## config.mk

```make
export PLATFORM = sky130hd
export DESIGN_NAME = keypad_scan_debounce
export DESIGN_NICKNAME = d
export VERILOG_FILES = /design/src/rtl/keypad_scan_debounce.sv
export SDC_FILE = /design/constraint.sdc
export NUM_CORES = 1
export LEC_CHECK = 0
export ABC_CLOCK_PERIOD_IN_PS = 4000
export CORE_UTILIZATION = 60
export CTS_BUF_LIST = sky130_fd_sc_hd__clkbuf_4
export CTS_CLUSTER_SIZE = 25
export DETAILED_ROUTE_END_ITERATION = 10
export DONT_BUFFER_PORTS = 1
export PLACE_DENSITY = 0.76
export SYNTH_ARGS = -nofsm -noshare
export SYNTH_HDL_FRONTEND = slang
export SYNTH_SLANG_ARGS = --single-unit
export TNS_END_PERCENT = 1
```

## constraint.sdc

```tcl
create_clock -name ext_clk_25m -period 4 [get_ports ext_clk_25m]
set_clock_uncertainty 0.15 [all_clocks]
set_input_delay 0.4 -clock ext_clk_25m [delete_from_list [all_inputs] [get_ports ext_clk_25m]]
set_output_delay 0.4 -clock ext_clk_25m [all_outputs]
set_load 0.02 [all_outputs]
```

## src/rtl/keypad_scan_debounce.sv

```systemverilog
// rtl/keypad_scan_debounce.sv - 4x4 keypad row scanner with frame-based debounce
module keypad_scan_debounce #(
  parameter int ROW_CYCLES = 25000,
  parameter int DEB_FRAMES = 20
) (
  input  logic       ext_clk_25m,
  input  logic       ext_rst_n,
  input  logic [3:0] key_v,
  output logic [3:0] key_h,
  output logic [3:0] key_code,
  output logic       key_pressed,
  output logic       key_valid
);

  localparam int             PW         = $clog2(ROW_CYCLES);
  localparam logic [PW-1:0]  PRESC_MAX  = PW'(ROW_CYCLES - 1);
  localparam logic [7:0]     STABLE_MAX = 8'(DEB_FRAMES - 1);

  typedef enum logic [1:0] {SCAN0, SCAN1, SCAN2, SCAN3} scan_t;
  typedef enum logic {RELEASED, PRESSED} deb_t;

  logic [3:0]    r_sync1, r_sync2;
  logic [PW-1:0] r_presc;
  scan_t         r_scan, w_scan_nxt;
  logic [15:0]   r_snap, w_frame;
  logic [4:0]    r_prev, w_res;
  logic [7:0]    r_stable, w_stable_nxt;
  deb_t          r_state, w_state_nxt;
  logic [3:0]    r_code, w_code_nxt;
  logic          r_pressed, w_pressed_nxt;
  logic          r_valid, w_valid_nxt;
  logic          w_tick, w_close, w_commit, w_any;
  logic [3:0]    w_idx;

  assign w_tick   = (r_presc == PRESC_MAX);
  assign w_close  = w_tick && (r_scan == SCAN3);
  assign w_commit = w_close && (w_stable_nxt == STABLE_MAX);

  // Scan state advances on prescaler wrap; row drive is one-cold per state.
  always_comb begin
    w_scan_nxt = r_scan;
    key_h      = 4'b1110;
    case (r_scan)
      SCAN0: begin key_h = 4'b1110; if (w_tick) w_scan_nxt = SCAN1; end
      SCAN1: begin key_h = 4'b1101; if (w_tick) w_scan_nxt = SCAN2; end
      SCAN2: begin key_h = 4'b1011; if (w_tick) w_scan_nxt = SCAN3; end
      SCAN3: begin key_h = 4'b0111; if (w_tick) w_scan_nxt = SCAN0; end
      default: w_scan_nxt = SCAN0;
    endcase
  end

  // Snapshot with the current row's live sample merged in, so a frame close sees all 16 keys.
  always_comb begin
    w_frame = r_snap;
    w_frame[{r_scan, 2'b00} +: 4] = ~r_sync2;
    w_any = |w_frame;
    w_idx = 4'h0;
    for (int i = 15; i >= 0; i--) begin
      if (w_frame[i]) w_idx = 4'(i);
    end
    w_res = w_any ? {1'b1, w_idx} : 5'b0_0000;
  end

  always_comb begin
    w_stable_nxt = 8'h00;
    if (w_res == r_prev) w_stable_nxt = (r_stable == STABLE_MAX) ? r_stable : r_stable + 8'h01;
  end

  always_comb begin
    w_state_nxt   = r_state;
    w_code_nxt    = r_code;
    w_pressed_nxt = r_pressed;
    w_valid_nxt   = 1'b0;
    if (w_commit) begin
      case (r_state)
        RELEASED: if (w_res[4]) begin
          w_state_nxt   = PRESSED;
          w_code_nxt    = w_res[3:0];
          w_pressed_nxt = 1'b1;
          w_valid_nxt   = 1'b1;
        end
        PRESSED: if (!w_res[4]) begin
          w_state_nxt   = RELEASED;
          w_pressed_nxt = 1'b0;
        end else if (w_res[3:0] != r_code) begin
          w_code_nxt  = w_res[3:0];
          w_valid_nxt = 1'b1;
        end
        default: w_state_nxt = RELEASED;
      endcase
    end
  end

  always_ff @(posedge ext_clk_25m) begin
    if (!ext_rst_n) begin
      r_sync1   <= 4'hF;
      r_sync2   <= 4'hF;
      r_presc   <= '0;
      r_scan    <= SCAN0;
      r_snap    <= 16'h0000;
      r_prev    <= 5'b0_0000;
      r_stable  <= 8'h00;
      r_state   <= RELEASED;
      r_code    <= 4'h0;
      r_pressed <= 1'b0;
      r_valid   <= 1'b0;
    end else begin
      r_sync1   <= key_v;
      r_sync2   <= r_sync1;
      r_presc   <= w_tick ? '0 : r_presc + PW'(1);
      r_scan    <= w_scan_nxt;
      if (w_tick) r_snap <= w_frame;
      if (w_close) begin
        r_stable <= w_stable_nxt;
        r_prev   <= w_res;
      end
      r_state   <= w_state_nxt;
      r_code    <= w_code_nxt;
      r_pressed <= w_pressed_nxt;
      r_valid   <= w_valid_nxt;
    end
  end

  assign key_code    = r_code;
  assign key_pressed = r_pressed;
  assign key_valid   = r_valid;

endmodule

```

* Word level (Yosys, flattened, before mapping) *
Cells that the tools add are included.

cells by class
  order comparisons = 0
  equal/unequal tests = 16
  shift-type cells = 2
  bitwise operators = 3
  reductions and logical operators = 9
  multipliers = 0
  multiplexer cells = 37
  div/mod/pow operators = 0
  $add $sub $neg = 3

operator list
  operator                                                                 number
  4-bit two-way mux                                                        19
  16-bit bitwise mux                                                       1
  8-bit by 5-bit equality test with 1-bit output (second input constant)   2
  8-bit two-way mux                                                        2
  4-bit one-hot mux with 4 select lines                                    1
  16-bit OR reduction                                                      1
  4-bit by 6-bit variable shift with 16-bit output (first input constant)  1
  4-bit by 6-bit variable part select with 16-bit output                   1
  15-bit by 1-bit adder with 15-bit output (second input constant)         1
  15-bit equality test (second input constant)                             1
  2-bit inequality test (second input constant)                            7
  8-bit by 1-bit adder with 8-bit output (second input constant)           1
  2-bit two-way mux                                                        4
  2-bit one-hot mux with 4 select lines                                    1
  4-bit one-hot mux with 2 select lines                                    1
  4-bit AND reduction                                                      2
  4-bit negation with 6-bit output                                         1
  5-bit equality test                                                      1
  1-bit two-way mux                                                        5
  5-bit two-way mux                                                        1
  2-bit equality test (second input constant)                              2
  4-bit inequality test                                                    1
  4-bit inverter                                                           1
  1-bit one-hot mux with 2 select lines                                    2
  8 further kinds                                                          10

word-level totals
  register bits = 61
  bits in read-only memories = 0
  memories = 0
  latch bits = 0
  memory bits (writable) = 0
  output and inout port bits = 10
  bits of input ports = 6

* Longest topological paths before layout *
Gate-level depths: netlist (run 1).

  depth after elaboration = 25
  mapped depth = 14
  mapped depth without buffers = 11

* Least setup slack after synthesis (run 1) *
No wires, ideal clock.

  kind = register -> register
  from = register r_scan[0]
  to = register r_state
  cell stages (with the launch flop) = 14
  data arrival time = 3177 ps
  path slack = 558 ps
  required time = 3735 ps
  path buffers = 3
  clock period less this slack = 3442 ps
  cell sequence = dfxtp_1 > buf_4 > inv_1 > ha_1 > buf_6 > and3_4 > and3_1 > a211o_1 > o32a_1 > or2_4 > a221oi_4 > buf_6 > a21boi_0 > o21a_1

between the ends
  word-level cells in the longest chain between the ends = 24
  elaborated cells between the ends (all ways) = 29
  those cells by class = add/sub (1); eq/ne (3); shift (2); mux (20); reduce/logical (3)

RTL lines
  item                                                                                                                        RTL line  text
  start, declared                                                                                                             24        scan_t r_scan, w_scan_nxt;
  start signal, assigned                                                                                                      111       r_scan <= w_scan_nxt;
  4-bit negation with 6-bit output                                                                                            55        w_frame[{r_scan, 2'b00} +: 4] = ~r_sync2;
  4-bit by 6-bit variable part select with 16-bit output or 4-bit by 6-bit variable shift with 16-bit output (tied branches)  55
  16-bit bitwise mux                                                                                                          55
  4-bit two-way mux (16 in series)                                                                                            59        if (w_frame[i]) w_idx = 4'(i);
  5-bit two-way mux                                                                                                           61        w_res = w_any ? {1'b1, w_idx} : 5'b0_0000;
  5-bit equality test                                                                                                         66        if (w_res == r_prev) w_stable_nxt = (r_stable == STABLE_MAX) ? r_stable : r_stable + 8'h01;
  8-bit two-way mux                                                                                                           66
  8-bit by 5-bit equality test with 1-bit output                                                                              37        assign w_commit = w_close && (w_stable_nxt == STABLE_MAX);
  1-bit logical AND                                                                                                           37
  end signal, assigned                                                                                                        117       r_state <= w_state_nxt;
  end, declared                                                                                                               28        deb_t r_state, w_state_nxt;

Several ways; a longest one is shown, not always the timed one.
A chain may end at the register's enable or synchronous reset.

* Final worst setup path (run 1) *
  from = register r_scan[1]
  to = register r_code[2], in the netlist key_code[2]

between the ends
  word-level cells in the longest chain between the ends = 25
  elaborated cells between the ends (all ways) = 37
  those cells by class = add/sub (1); eq/ne (7); shift (2); mux (23); reduce/logical (4)

RTL lines
  item                                                                                                                        RTL line  text
  4-bit negation with 6-bit output                                                                                            55
  4-bit by 6-bit variable part select with 16-bit output or 4-bit by 6-bit variable shift with 16-bit output (tied branches)  55
  16-bit bitwise mux                                                                                                          55
  4-bit two-way mux (16 in series)                                                                                            59
  5-bit two-way mux                                                                                                           61
  5-bit equality test                                                                                                         66
  8-bit two-way mux                                                                                                           66
  8-bit by 5-bit equality test with 1-bit output                                                                              37
  1-bit logical AND                                                                                                           37
  4-bit AND reduction (no line)                                                                                               n/a
  end signal, assigned                                                                                                        118       r_code <= w_code_nxt;
  end, declared                                                                                                               29        logic [3:0] r_code, w_code_nxt;

Several ways; a longest one is shown, not always the timed one. The select of a mux whose other input is x is not followed.

==> results of run 1 <==
-- registers in the layout (all words and copies together), names as in the netlist, 2 cells and up --
name and count:
r_prev 5, r_scan 2, r_stable 8, r_sync1 4
r_presc 15, r_snap 16, key_code 4, r_sync2 4
-- power breakdown --
group | internal (mW) | switching [mW] | leakage, nW | total [mW]
Sequential | 0.613 | 0.00843 | 0.494 | 0.622
Clock | 0.192 | 0.249 | 0.0702 | 0.441
Combinational | 0.0351 | 0.0488 | 0.920 | 0.0839
Total | 0.841 | 0.306 | 1.48 | 1.15
-- timing repair --
item,CTS,global route
endpoints found under the hold margin,46,1
hold buffers,6,1
setup buffers,0,0
-- cells in the mapped netlist (3+ instances only) --
master	instances
a21boi_0	10
nand3_1	19
nand2b_1	14
or3_1	4
dfxtp_1	61
xnor2_1	6
nor4_4	3
and3_1	8
clkbuf_1	13
xor2_1	7
o21a_1	5
and2_1	4
nor4_1	7
a2bb2oi_1	6
buf_2	5
buf_6	3
mux2i_1	12
o21ai_0	13
nand2_1	51
nor2b_1	22
ha_1	11
nor3_1	8
nor2_1	39
nand4_1	9
nand3b_1	5
inv_1	18
o22ai_1	12
a31oi_1	9
a21oi_1	15
nor3b_1	3
a31o_2	3
or4bb_1	3
-- cells by family after synthesis --
| logic type | after synthesis | share of synthesized area |
|---|---|---|
| fa+ha+maj | 11 | 0.0359 |
| mux | 13 | 0.0343 |
| buf+inv | 42 | 0.0496 |
| compound gates | 100 | 0.192 |
| flops | 61 | 0.319 |
| xor+xnor | 13 | 0.0297 |
| simple gates | 223 | 0.340 |
-- layout make-up --
cell class | instances | area [µm²]
repair buffers | 14 | 133
well taps | 75 | 93.8
clock buffers | 9 | 67.6
inverters | 19 | 71.3
multi-input cells | 360 | 2430
fillers | 517 | 1940
clock inverters | 7 | 75.1
flip-flops and latches | 61 | 1220
-- per-layer routing --
layer	routed length, µm	global-route usage	vias up	part of all wire
met4	185	0.107	0	0.021
met2	3930	0.445	130	0.45
met3	488	0.0678	21	0.056
met1	4080	0.366	1628	0.47
met5	0	0	-	0
li1	-	-	1677	-
-- metrics by stage --
step	power [mW]	setup WS, ns	utilization	area (µm²)
after CTS	1.16	0.370	0.677	4080
after floorplan	0.700	0.558	-	3830
after global routing	1.20	0.127	0.679	4090
after global placement	0.703	0.529	0.642	3870
after detailed placement	0.704	0.389	0.642	3870
final	1.15	0.376	0.679	4090
-- worst paths after layout --
path                                  from     endpoint  slack, ns  depth (start not counted)
worst min-delay path             ext_rst_n   r_sync2[2]       0.11                          2
worst max-delay path             r_scan[1]  key_code[2]       0.38                         11
worst min register to register  r_sync1[3]   r_sync2[3]       0.27                          1
worst max register to register   r_scan[1]  key_code[2]       0.38                         11
==> impl_metrics.tcl, run 1 <==
set metrics [dict create \
    async_reset_ff_frac 0 \
    grt_pass1_vias 3080 \
    grt_max_degree 55 \
    synthFlopType "dfxtp_1" \
    die_h_um 81.9 \
    clkLatencyLatePin_ns 0.41 \
    arrival_ns 3.82 \
    clock_tree.buffer_depth 2 \
    fin_crit_sh 0.906 \
    crit_path_top_delay_cell "or4bb_1" \
    vias 3456 \
    hold_viol 0 \
    floorplan.initialDensity 0.636 \
    syn_area_um2 3830 \
    antenna_cells 0 \
    io_pins 16 \
    overflow 0 \
    critPathMaxStageDelay_ns 0.60 \
    ys_types 76 \
    synth_edf_count 0 \
    period_needed_ns 3.62 \
    cts_sinks 61 \
    dp_cells 522 \
    final-setup-viol-count 0 \
    io_buffers 0 \
    die-width_um 81.9 \
    yosysSeqAreaShare 0.319 \
    synth-seq-cells 61 \
    cp_cell_sequence "inv_1, ha_1, or4bb_1, o22ai_4, or4_1, inv_2, nor2_2, o31ai_1, a2111o_1, nand4_4, mux2i_1" \
    area_growth_pct 6.66 \
    endpoint_kind "flip-flop" \
    drive_above_1_share 0.109 \
    synth_top_area_frac 0.319 \
    cp_max_fo 13 \
    synthesis.nets 480 \
    clk_transition_reported_paths_ns 0.11 \
    syn_area_per_cell_um2 8.28 \
    mostFrequentLayoutCell "dfxtp_1" \
    antenna_found_initial 0 \
    timing.fmax_ghz 0.276 \
    drt-vias-per-instance 6.34 \
    cts_tree "yes" \
    drv_slew 0 \
    required_ns 4.20 \
    final_cells 545 \
    die-area_um2 6710 \
    crit_buf_inv 2 \
    yosys.area.top_type "dfxtp_1" \
    maxSlewHeadroom 0.530 \
    maxCapViolCount 0 \
    cpLargestDelayFamily "simple AND/OR/NAND/NOR gates" \
    routedWlPerCell_um 15.9 \
    timing.hold.ws_ns 0.110 \
    drc_errors 0 \
    yosysWarnings 0 \
    cts_buffers 9 \
    antenna_left 0 \
    cts.htree.levels 3 \
    synth_area_leaders "dfxtp_1, nand2_1, nor2_1, ha_1, nor2b_1" \
    crit_type "flip-flop to flip-flop" \
    ir_drop_mv 0.271 \
    routed_wl_um 8680 \
    grt_pass1_wl_um 14400 \
    dp_hpwl_um 6050 \
    drt_pass1_iterations 5 \
    root_buffer "clkbuf_4" \
    ctsResizeCount 0 \
    leakage_nw 1.48 \
    rsz0062_at_grt "false" \
    grt_usage 0.281 \
    min_path_type "primary input to flip-flop" \
    critPathLaunchType "flip-flop" \
    fp.coreArea_um2 6030 \
    synth_cells 463 \
    power_density_nw_per_um2 281 \
    worst_pin_slew_ns 0.699 \
    gp_congestion 0.945 \
    placementRows 28 \
    status "finished clean" \
    final_cell_mix "dfxtp_1, nand2_1, nor2_1" \
    final_nets 482 \
    drt_iter0_markers 304 \
    fin_setup_tns_ns 0 \
]
Note: power is estimated with default switching activity, not from simulation.
==> run 2, diff against run 1 <==
GPL_TIMING_DRIVEN = 0   (was not set)
==> run 2 against run 1 <==
Final area barely moved; utilization hardly changed; cell count is 2.4% higher; sequential share of layout area barely moved; first-iteration DRC count up 8.2%; clock power is 20% lower; total power shrank 7.2%; wire length is 5.7% higher; combinational power up 7.6%; critical path type unchanged; highest routed layer unchanged.
==> impl_metrics.tcl, run 2 (synthesis results as in run 1) <==
set metrics [dict create \
    status "finished clean" \
    timing.hold.ws_ns 0.142 \
    reg2reg_from "r_scan[0]" \
    leakage_nw 1.49 \
    reg2reg_slack_ns 0.12 \
    routedWlPerCell_um 16.4 \
    final_nets 496 \
    clkLatencyLatePin_ns 0.40 \
    route.met2.wl_um 4260 \
    clock_tree.buffer_depth 2 \
    die_h_um 81.9 \
    comb_power_share 0.085 \
    fin_setup_tns_ns 0 \
    largestRegisters "r_snap (16), r_presc (15), r_stable (8)" \
    worst_slack_ns 0.116 \
    grt_pass1_vias 3238 \
    worst-r2r-cell-count 12 \
    grt_pass1_wl_um 15100 \
    critPathLaunch "r_scan[0]" \
    dpl_cell_area_um2 3930 \
    met3_length_um 508 \
    worst_pin_slew_ns 0.662 \
    fin_crit_sh 0.971 \
    drt-vias-per-instance 6.26 \
    clockPowerShare 0.333 \
    cts_tree "yes" \
    hold_viol 0 \
    cts.htree.levels 3 \
    cp_cell_sequence "buf_4, inv_1, ha_1, buf_6, and3_4, and3_1, a211o_1, o32a_1, or2_4, a221oi_4, nand3_2, o32ai_2" \
    clk_transition_reported_paths_ns 0.11 \
    drt_iter0_markers 329 \
    drt_pass1_iterations 5 \
    highest_layer "met4" \
    cpLargestDelayFamily "compound AO/OA/AOI/OAI gates" \
    hp-start "ext_rst_n" \
    gp_congestion 0.945 \
    vias 3494 \
    drv_slew 0 \
    p_int_mw 0.776 \
    drive_above_1_share 0.108 \
    drc_errors 0 \
    cts_sinks 61 \
    endpoint_kind "flip-flop" \
    area_growth_pct 6.59 \
    io_buffers 0 \
    power_frac_seq 0.583 \
    p_switching_mw 0.289 \
    antenna_found_initial 0 \
    crit_path_top_delay_cell "dfxtp_1" \
    required_ns 4.16 \
    antenna_left 0 \
    cts_buffers 9 \
    place_ws_ns -0.0567 \
    final-setup-viol-count 0 \
    root_buffer "clkbuf_4" \
    drt-met1-wl_um 4190 \
    arrival_ns 4.05 \
    design_area_um2 4090 \
    crit_buf_inv 3 \
    cp_max_fo 10 \
    grt_usage 0.295 \
    r2r_end "r_stable[6]" \
    die-width_um 81.9 \
    placementRows 28 \
    maxSlewHeadroom 0.558 \
    grt_max_degree 11 \
    largest_reg_flops 16 \
    min_path_type "primary input to flip-flop" \
    die-area_um2 6710 \
    floorplan.initialDensity 0.636 \
    timing.fmax_ghz 0.257 \
    power_density_nw_per_um2 261 \
    maxCapViolCount 0 \
    fp.coreArea_um2 6030 \
    critPathLaunchType "flip-flop" \
    final_cell_mix "dfxtp_1, nand2_1, nor2_1" \
    overflow 0 \
    io_pins 16 \
    ir_drop_mv 0.253 \
    min_path_cells 2 \
    critPathMaxStageDelay_ns 0.51 \
    dp_hpwl_um 6540 \
    period_needed_ns 3.88 \
    mostFrequentLayoutCell "dfxtp_1" \
    antenna_cells 0 \
    fillCellCount 508 \
    rsz0062_at_grt "false" \
    largest-register "r_snap" \
    routed_wl_um 9180 \
    hold_path_end "r_stable[5]" \
    switching_share 0.271 \
    crit_type "flip-flop to flip-flop" \
]
run 2: changes by cell type in the layout (fill, tap and decap cells not counted), sizes merged:
cell         change
buf              +3
bufinv           -1
clkbuf          +14
dlygate4sd3      -2
inv              -1
run 2: worst max-delay path by stage:
stage	endpoint	cells past startpoint
after floorplan	r_state	13
after global placement	r_stable[6]	12
after detailed placement	r_stable[6]	12
after CTS	r_stable[6]	12
after global routing	r_stable[6]	12
final	r_stable[6]	12
run 2: timing repair:
item | 4_1_cts | 5_1_grt
hold buffers | 4 | 0
endpoints found under the setup margin | 8 | 12
buffers inserted | 0 | 1
pin swaps | 0 | 1
endpoints found under the hold margin | 4 | 0
resized for setup | 1 | 1
run 2: routing by layer:
layer,vias up,global-route usage
met5,-,0
met4,0,0.132
met3,20,0.0489
met2,135,0.479
met1,1629,0.382
li1,1710,-
run 2: final cells by class:
class	count	area, µm²	area share
Clock inverter	5	28.8	0.00704
Tap cell	75	93.8	0.0230
Clock buffer	10	75.1	0.0184
Inverter	19	71.3	0.0175
Timing Repair Buffer	5	47.5	0.0116
Buffer	23	119	0.0291
Multi-Input combinational cell	360	2430	0.595
Sequential cell	61	1220	0.299
run 2: power groups by stage:
stage | Clock, mW | Combinational (mW) | Sequential, mW
2_1_floorplan | 0 | 0.0677 | 0.632
3_3_place_gp | 0 | 0.0838 | 0.634
3_5_place_dp | 0 | 0.0845 | 0.634
4_1_cts | 0.361 | 0.0876 | 0.620
5_1_grt | 0.384 | 0.0980 | 0.622
6_report | 0.354 | 0.0903 | 0.620
run 2: per-stage QoR:
step / power [mW] / cells / util
5_1_grt: 1.10 / 558 / 0.678
2_1_floorplan: 0.700 / 463 / -
6_report: 1.06 / 558 / 0.678
4_1_cts: 1.07 / 557 / 0.676
3_3_place_gp: 0.718 / 538 / 0.652
3_5_place_dp: 0.719 / 538 / 0.652
